`config.mk`:
```
export PLATFORM = sky130hd
export DESIGN_NAME = rsp_skid_fifo_flat
export DESIGN_NICKNAME = d
export VERILOG_FILES = /design/src/rtl/rsp_skid_fifo_if.sv /design/src/rtl/rsp_skid_fifo.sv /design/src/flat_wrapper.sv
export SDC_FILE = /design/constraint.sdc
export NUM_CORES = 1
export LEC_CHECK = 0
export ABC_AREA = 1
export BUFFER_PORTS_ARGS = -buffer_cell sky130_fd_sc_hd__buf_2
export CAP_MARGIN = 20
export CORE_MARGIN = 4
export CORE_UTILIZATION = 57
export DETAILED_ROUTE_END_ITERATION = 12
export PLACE_DENSITY = 0.84
export SYNTH_ARGS = -nofsm -noshare
export SYNTH_HDL_FRONTEND = slang
export SYNTH_SLANG_ARGS = --single-unit
```
`constraint.sdc`:
```
create_clock -name clk -period 3.55 [get_ports clk]
set_input_delay 0.355 -clock clk [delete_from_list [all_inputs] [get_ports clk]]
set_output_delay 0.355 -clock clk [all_outputs]
set_load 0.05 [all_outputs]
```
`src/rtl/rsp_skid_fifo_if.sv`:
```
// Valid/ready channel carrying one response word.
// The master drives vld/dat and the slave returns rdy.
interface rsp_skid_fifo_if #(
   parameter int DATA_WIDTH = 32
);
   logic                  vld;
   logic [DATA_WIDTH-1:0] dat;
   logic                  rdy;

   modport master (output vld, output dat, input  rdy);
   modport slave  (input  vld, input  dat, output rdy);
endinterface

```
`src/rtl/rsp_skid_fifo.sv`:
```
// DEPTH-entry elastic buffer on the memory-response path. Latency 1 cycle (0 with RSP_SKID_FIFO_BYPASS_EN).
// m_rsp.rdy is a registered not-full flag, so src.rdy never reaches it combinationally.
module rsp_skid_fifo #(
   parameter int DATA_WIDTH = 32,
   parameter int DEPTH      = 4,
   parameter int CNT_WIDTH  = $clog2(DEPTH) + 1
) (
   input  logic                 clk,
   input  logic                 rst,
   input  logic                 flush,
   rsp_skid_fifo_if.slave       m_rsp,
   rsp_skid_fifo_if.master      src,
   output logic [CNT_WIDTH-1:0] count
);
   localparam int                   PTR_W    = $clog2(DEPTH);
   localparam logic [CNT_WIDTH-1:0] FULL_CNT = CNT_WIDTH'(DEPTH);
   localparam logic [PTR_W-1:0]     PTR_ONE  = PTR_W'(1);
   localparam logic [CNT_WIDTH-1:0] CNT_ONE  = CNT_WIDTH'(1);

   logic [DATA_WIDTH-1:0] mem_q [DEPTH];
   logic [PTR_W-1:0]      wr_ptr_q, wr_ptr_d;
   logic [PTR_W-1:0]      rd_ptr_q, rd_ptr_d;
   logic [CNT_WIDTH-1:0]  count_q, count_d;
   logic                  rdy_q, rdy_d;
   logic                  empty;
   logic                  push, pop;
   logic                  wr_en, rd_en;

   assign empty     = (count_q == '0);
   assign push      = m_rsp.vld & rdy_q;
   assign m_rsp.rdy = rdy_q;
   assign count     = count_q;

`ifdef RSP_SKID_FIFO_BYPASS_EN
   // An empty buffer forwards the upstream word; it is stored only if the consumer stalls.
   logic byp;
   assign byp     = empty & m_rsp.vld;
   assign src.vld = ~empty | m_rsp.vld;
   assign src.dat = empty ? m_rsp.dat : mem_q[rd_ptr_q];
   assign pop     = src.vld & src.rdy;
   assign rd_en   = pop & ~empty;
   assign wr_en   = push & ~(byp & src.rdy);
`else
   assign src.vld = ~empty;
   assign src.dat = mem_q[rd_ptr_q];
   assign pop     = src.vld & src.rdy;
   assign rd_en   = pop;
   assign wr_en   = push;
`endif

   always_comb begin
      wr_ptr_d = wr_ptr_q;
      rd_ptr_d = rd_ptr_q;
      count_d  = count_q;
      if (flush) begin
         wr_ptr_d = '0;
         rd_ptr_d = '0;
         count_d  = '0;
      end else begin
         if (wr_en) wr_ptr_d = wr_ptr_q + PTR_ONE;
         if (rd_en) rd_ptr_d = rd_ptr_q + PTR_ONE;
         case ({wr_en, rd_en})
            2'b10:   count_d = count_q + CNT_ONE;
            2'b01:   count_d = count_q - CNT_ONE;
            default: count_d = count_q;
         endcase
      end
      // Ready for next cycle is decided from next-state occupancy only.
      rdy_d = (count_d != FULL_CNT);
   end

   always_ff @(posedge clk) begin
      if (wr_en && !flush) begin
         mem_q[wr_ptr_q] <= m_rsp.dat;
      end
   end

   always_ff @(posedge clk or posedge rst) begin
      if (rst) begin
         wr_ptr_q <= '0;
         rd_ptr_q <= '0;
         count_q  <= '0;
         rdy_q    <= 1'b1;
      end else begin
         wr_ptr_q <= wr_ptr_d;
         rd_ptr_q <= rd_ptr_d;
         count_q  <= count_d;
         rdy_q    <= rdy_d;
      end
   end
endmodule
```
`src/flat_wrapper.sv`:
```
// flat-port wrapper written by rule: the top's interface ports become plain ports
module rsp_skid_fifo_flat 
#(
   parameter int DATA_WIDTH = 32,
   parameter int DEPTH      = 4,
   parameter int CNT_WIDTH  = $clog2(DEPTH) + 1
)
  (clk, rst, flush, count, m_rsp_vld, m_rsp_dat, m_rsp_rdy, src_vld, src_dat, src_rdy);
  rsp_skid_fifo_if #(.DATA_WIDTH(DATA_WIDTH)) m_rsp_i ();
  rsp_skid_fifo_if #(.DATA_WIDTH(DATA_WIDTH)) src_i ();
  input  logic clk;
  input  logic rst;
  input  logic flush;
  output logic [CNT_WIDTH-1:0] count;
  input wire logic [$bits(m_rsp_i.vld)-1:0] m_rsp_vld;
  input wire logic [$bits(m_rsp_i.dat)-1:0] m_rsp_dat;
  output wire logic [$bits(m_rsp_i.rdy)-1:0] m_rsp_rdy;
  output wire logic [$bits(src_i.vld)-1:0] src_vld;
  output wire logic [$bits(src_i.dat)-1:0] src_dat;
  input wire logic [$bits(src_i.rdy)-1:0] src_rdy;
  assign m_rsp_i.vld = m_rsp_vld;
  assign m_rsp_i.dat = m_rsp_dat;
  assign m_rsp_rdy = m_rsp_i.rdy;
  assign src_vld = src_i.vld;
  assign src_dat = src_i.dat;
  assign src_i.rdy = src_rdy;
  rsp_skid_fifo #(.DATA_WIDTH(DATA_WIDTH), .DEPTH(DEPTH), .CNT_WIDTH(CNT_WIDTH)) u_core (.clk(clk), .rst(rst), .flush(flush), .m_rsp(m_rsp_i), .src(src_i), .count(count));
endmodule
```
==> impl_metrics.yaml <==
setup_path:
  critPathKind: "register to output port"
  worstPathMaxFanout: 35
  crit_chain: "buf_4 > inv_1 > o21ai_0 > o22ai_1 > buf_2"
  crit_family: "buffers and inverters"
  critPathRequiredTime_ns: 3.19
  cp_num_buf_inv: 3
  end_kind: "output port"
  start_kind: "register"
  max_stage_delay_ns: 0.76
  worst_path_max_delay_cell: "inv_1"
  cp.arrival_ns: 2.70
detailed_routing:
  drtIter0Drc: 242
  ant_nets: 0
  wl_met2_um: 5340
  wl_met3_um: 853
  drc: 0
  drt_wl_total_um: 10600
  wl_met1_um: 4300
  wl_per_cell_um: 18.4
  highest_layer: "met5"
  via_count: 3336
  first_pass_iters: 4
  vias_per_cell: 5.79
clocking:
  clkSlewWorstSetupHoldPaths_ns: 0.06
  cts_tree: "done"
  cts_buffers: 17
  htreeDepth: 4
  cts_root_buffer: "clkbuf_8"
  cts.sinks: 136
  cts_buffer_depth: 2
  post_cts_buffers: 0
  insertion_delay_ns: 0.51
sta:
  finalCritPeriodShare_pct: 86.1
  fin_crit_ns: 3.05
  setup_viol: 0
  rsz0062_at_grt: "no"
  clock_skew_ns: 0.00812
  maxSlewHeadroom_pct: 30.9
  fmax_mhz: 327
  setup_tns_ns: 0
  final_hold_viol_count: 0
  tightest_slew_ns: 1.03
  finalMaxSlewViolations: 0
die:
  rows: 34
  die_w_um: 105
  core_um2: 8890
  dieArea_um2: 10900
  ios: 74
  die_h_um: 105
  start_util_pct: 59.8
finish:
  final_nets: 498
  num_antenna_cells: 0
  nFillCells: 585
  synthToLayoutAreaGrowth_pct: 17.3
  drive_gt1_share_pct: 24.4
global_routing:
  antenna_found_initial: 1
  grt_usage_pct: 19.9
  gr-total-overflow: 0
  grt_max_degree: 67
  grt_pass1_vias: 3388
  grt_pass1_wl_um: 16800
synth:
  syn_area_per_cell_um2: 14.0
  synth-seq-area-share_pct: 76.1
  syn-num-nets: 423
  syn_area_um2: 5320
  ys_ff_latch: 136
  ys_types: 21
  yosysWarnings: 0
  synthCells: 380
placement:
  gp_congestion: 0.785
  io_buffers: 73
  dp_hpwl_um: 6050
pwr:
  vdd_drop_max_mv: 0.666
  power.total_mw: 5.11
  total_leakage_power_nw: 2.29
  power_density_nw_per_um2: 820
hold_path:
  hold_path_class: "input port to register"
outcome:
  status: "finished clean"
run:
  cap_violations: 0
[cell usage in the layout, fill, tap and decap left out, drive strengths merged, types with 5 or more instances in the layout]
cell type / instances
buf: 76
clkbuf: 18
clkinv: 6
clkinvlp: 5
dfrtp: 7
edfxtp: 128
ha: 5
inv: 21
nand2: 13
nand3: 6
nor2: 77
o21ai: 67
o22ai: 32
[registers in the layout, summed over array words and instances (netlist names)]
name and cells:
u_core.mem_q 128, u_core.m_rsp.rdy 1, u_core.rd_ptr_q 2, u_core.wr_ptr_q 2, u_core.count 3
[layout make-up]
type	count	area (um^2)	share of cell area, %
Timing Repair Buffer	77	398	6.38
Sequential cell	136	4050	64.9
Tap cell	108	135	2.17
Clock inverter	14	128	2.05
Multi-Input combinational cell	204	1040	16.6
Inverter	19	71.3	1.14
Clock buffer	18	418	6.70
[power breakdown]
part | leakage, nW | internal, mW | switching (mW) | total [mW]
logic | 0.770 | 0.345 | 1.26 | 1.61
clock network | 0.253 | 0.931 | 0.661 | 1.59
registers | 1.26 | 1.87 | 0.0446 | 1.91
total | 2.29 | 3.14 | 1.97 | 5.11
[metrics by stage]
| step | cells | hold slack (ns) | util [%] | area, um^2 | setup WS (ns) |
|---|---|---|---|---|---|
| 2_1_floorplan | 380 | 0.170 | - | 5320 | 0.847 |
| 3_3_place_gp | 543 | 0.314 | 63.9 | 5680 | 1.12 |
| 3_5_place_dp | 543 | 0.326 | 63.9 | 5680 | 1.04 |
| 4_1_cts | 576 | 0.0325 | 70.1 | 6230 | 0.460 |
| 5_1_grt | 576 | 0.0319 | 70.1 | 6230 | 0.322 |
| 6_report | 576 | 0.0552 | 70.1 | 6230 | 0.495 |
[metal layers]
layer | global-route usage, % | vias up
li1 | - | 1542
met1 | 25.7 | 1641
met2 | 31.3 | 138
met3 | 6.97 | 13
met4 | 7.69 | 2
met5 | 0 | -
[worst reg2reg max path, delay by kind of cell, from the launching register on]
family           cells  cell delay [ns]
AND/OR/NAND/NOR      2             1.29
flip-flops           1             0.54
[repair_timing]
action	CTS	global route
gates resized for setup	0	0
hold buffers	1	0
endpoints found under the hold margin	7	0
[cell usage after synthesis]
library cell / number / area, um^2
buf_12: 1 / 20.0
buf_2: 7 / 35.0
buf_6: 10 / 113
clkbuf_2: 2 / 10.0
clkbuf_8: 1 / 13.8
dfrtp_1: 7 / 175
dfstp_2: 1 / 26.3
edfxtp_1: 128 / 3840
fa_1: 1 / 20.0
ha_1: 5 / 62.6
inv_1: 18 / 67.6
inv_2: 1 / 3.75
nand2_1: 13 / 48.8
nand3_1: 6 / 30.0
nand4_1: 1 / 6.26
nor2_1: 77 / 289
o21ai_0: 39 / 195
o21ai_1: 28 / 140
o22ai_1: 32 / 200
or2_2: 1 / 6.26
xor2_1: 1 / 8.76
[path summary, 6_finish.rpt]
path                                        to               start  slack [ns]  cells past startpoint
min reg2reg                 u_core.wr_ptr_q[0]  u_core.wr_ptr_q[0]        0.56                      1
max                                src_dat[11]  u_core.rd_ptr_q[1]        0.50                      5
min                        u_core.mem_q[0][23]       m_rsp_dat[23]        0.06                      1
max in group asynchronous     u_core.m_rsp.rdy                 rst        2.92                      3
max reg2reg                u_core.mem_q[0][12]    u_core.m_rsp.rdy        1.31                      2
min in group asynchronous      u_core.count[2]                 rst        0.34                      3
[cells by family after synthesis]
family                     count (synthesis)  share of synthesized area (%)
AOI/OAI and AO/OA                         99                           10.1
DFF                                      136                           76.1
buffers and inverters                     40                           4.94
adders and majority gates                  6                           1.55
and+or+nand+nor                           98                           7.16
xor gates and xnor gates                   1                          0.165
Note: power is estimated with default switching activity, not from simulation.
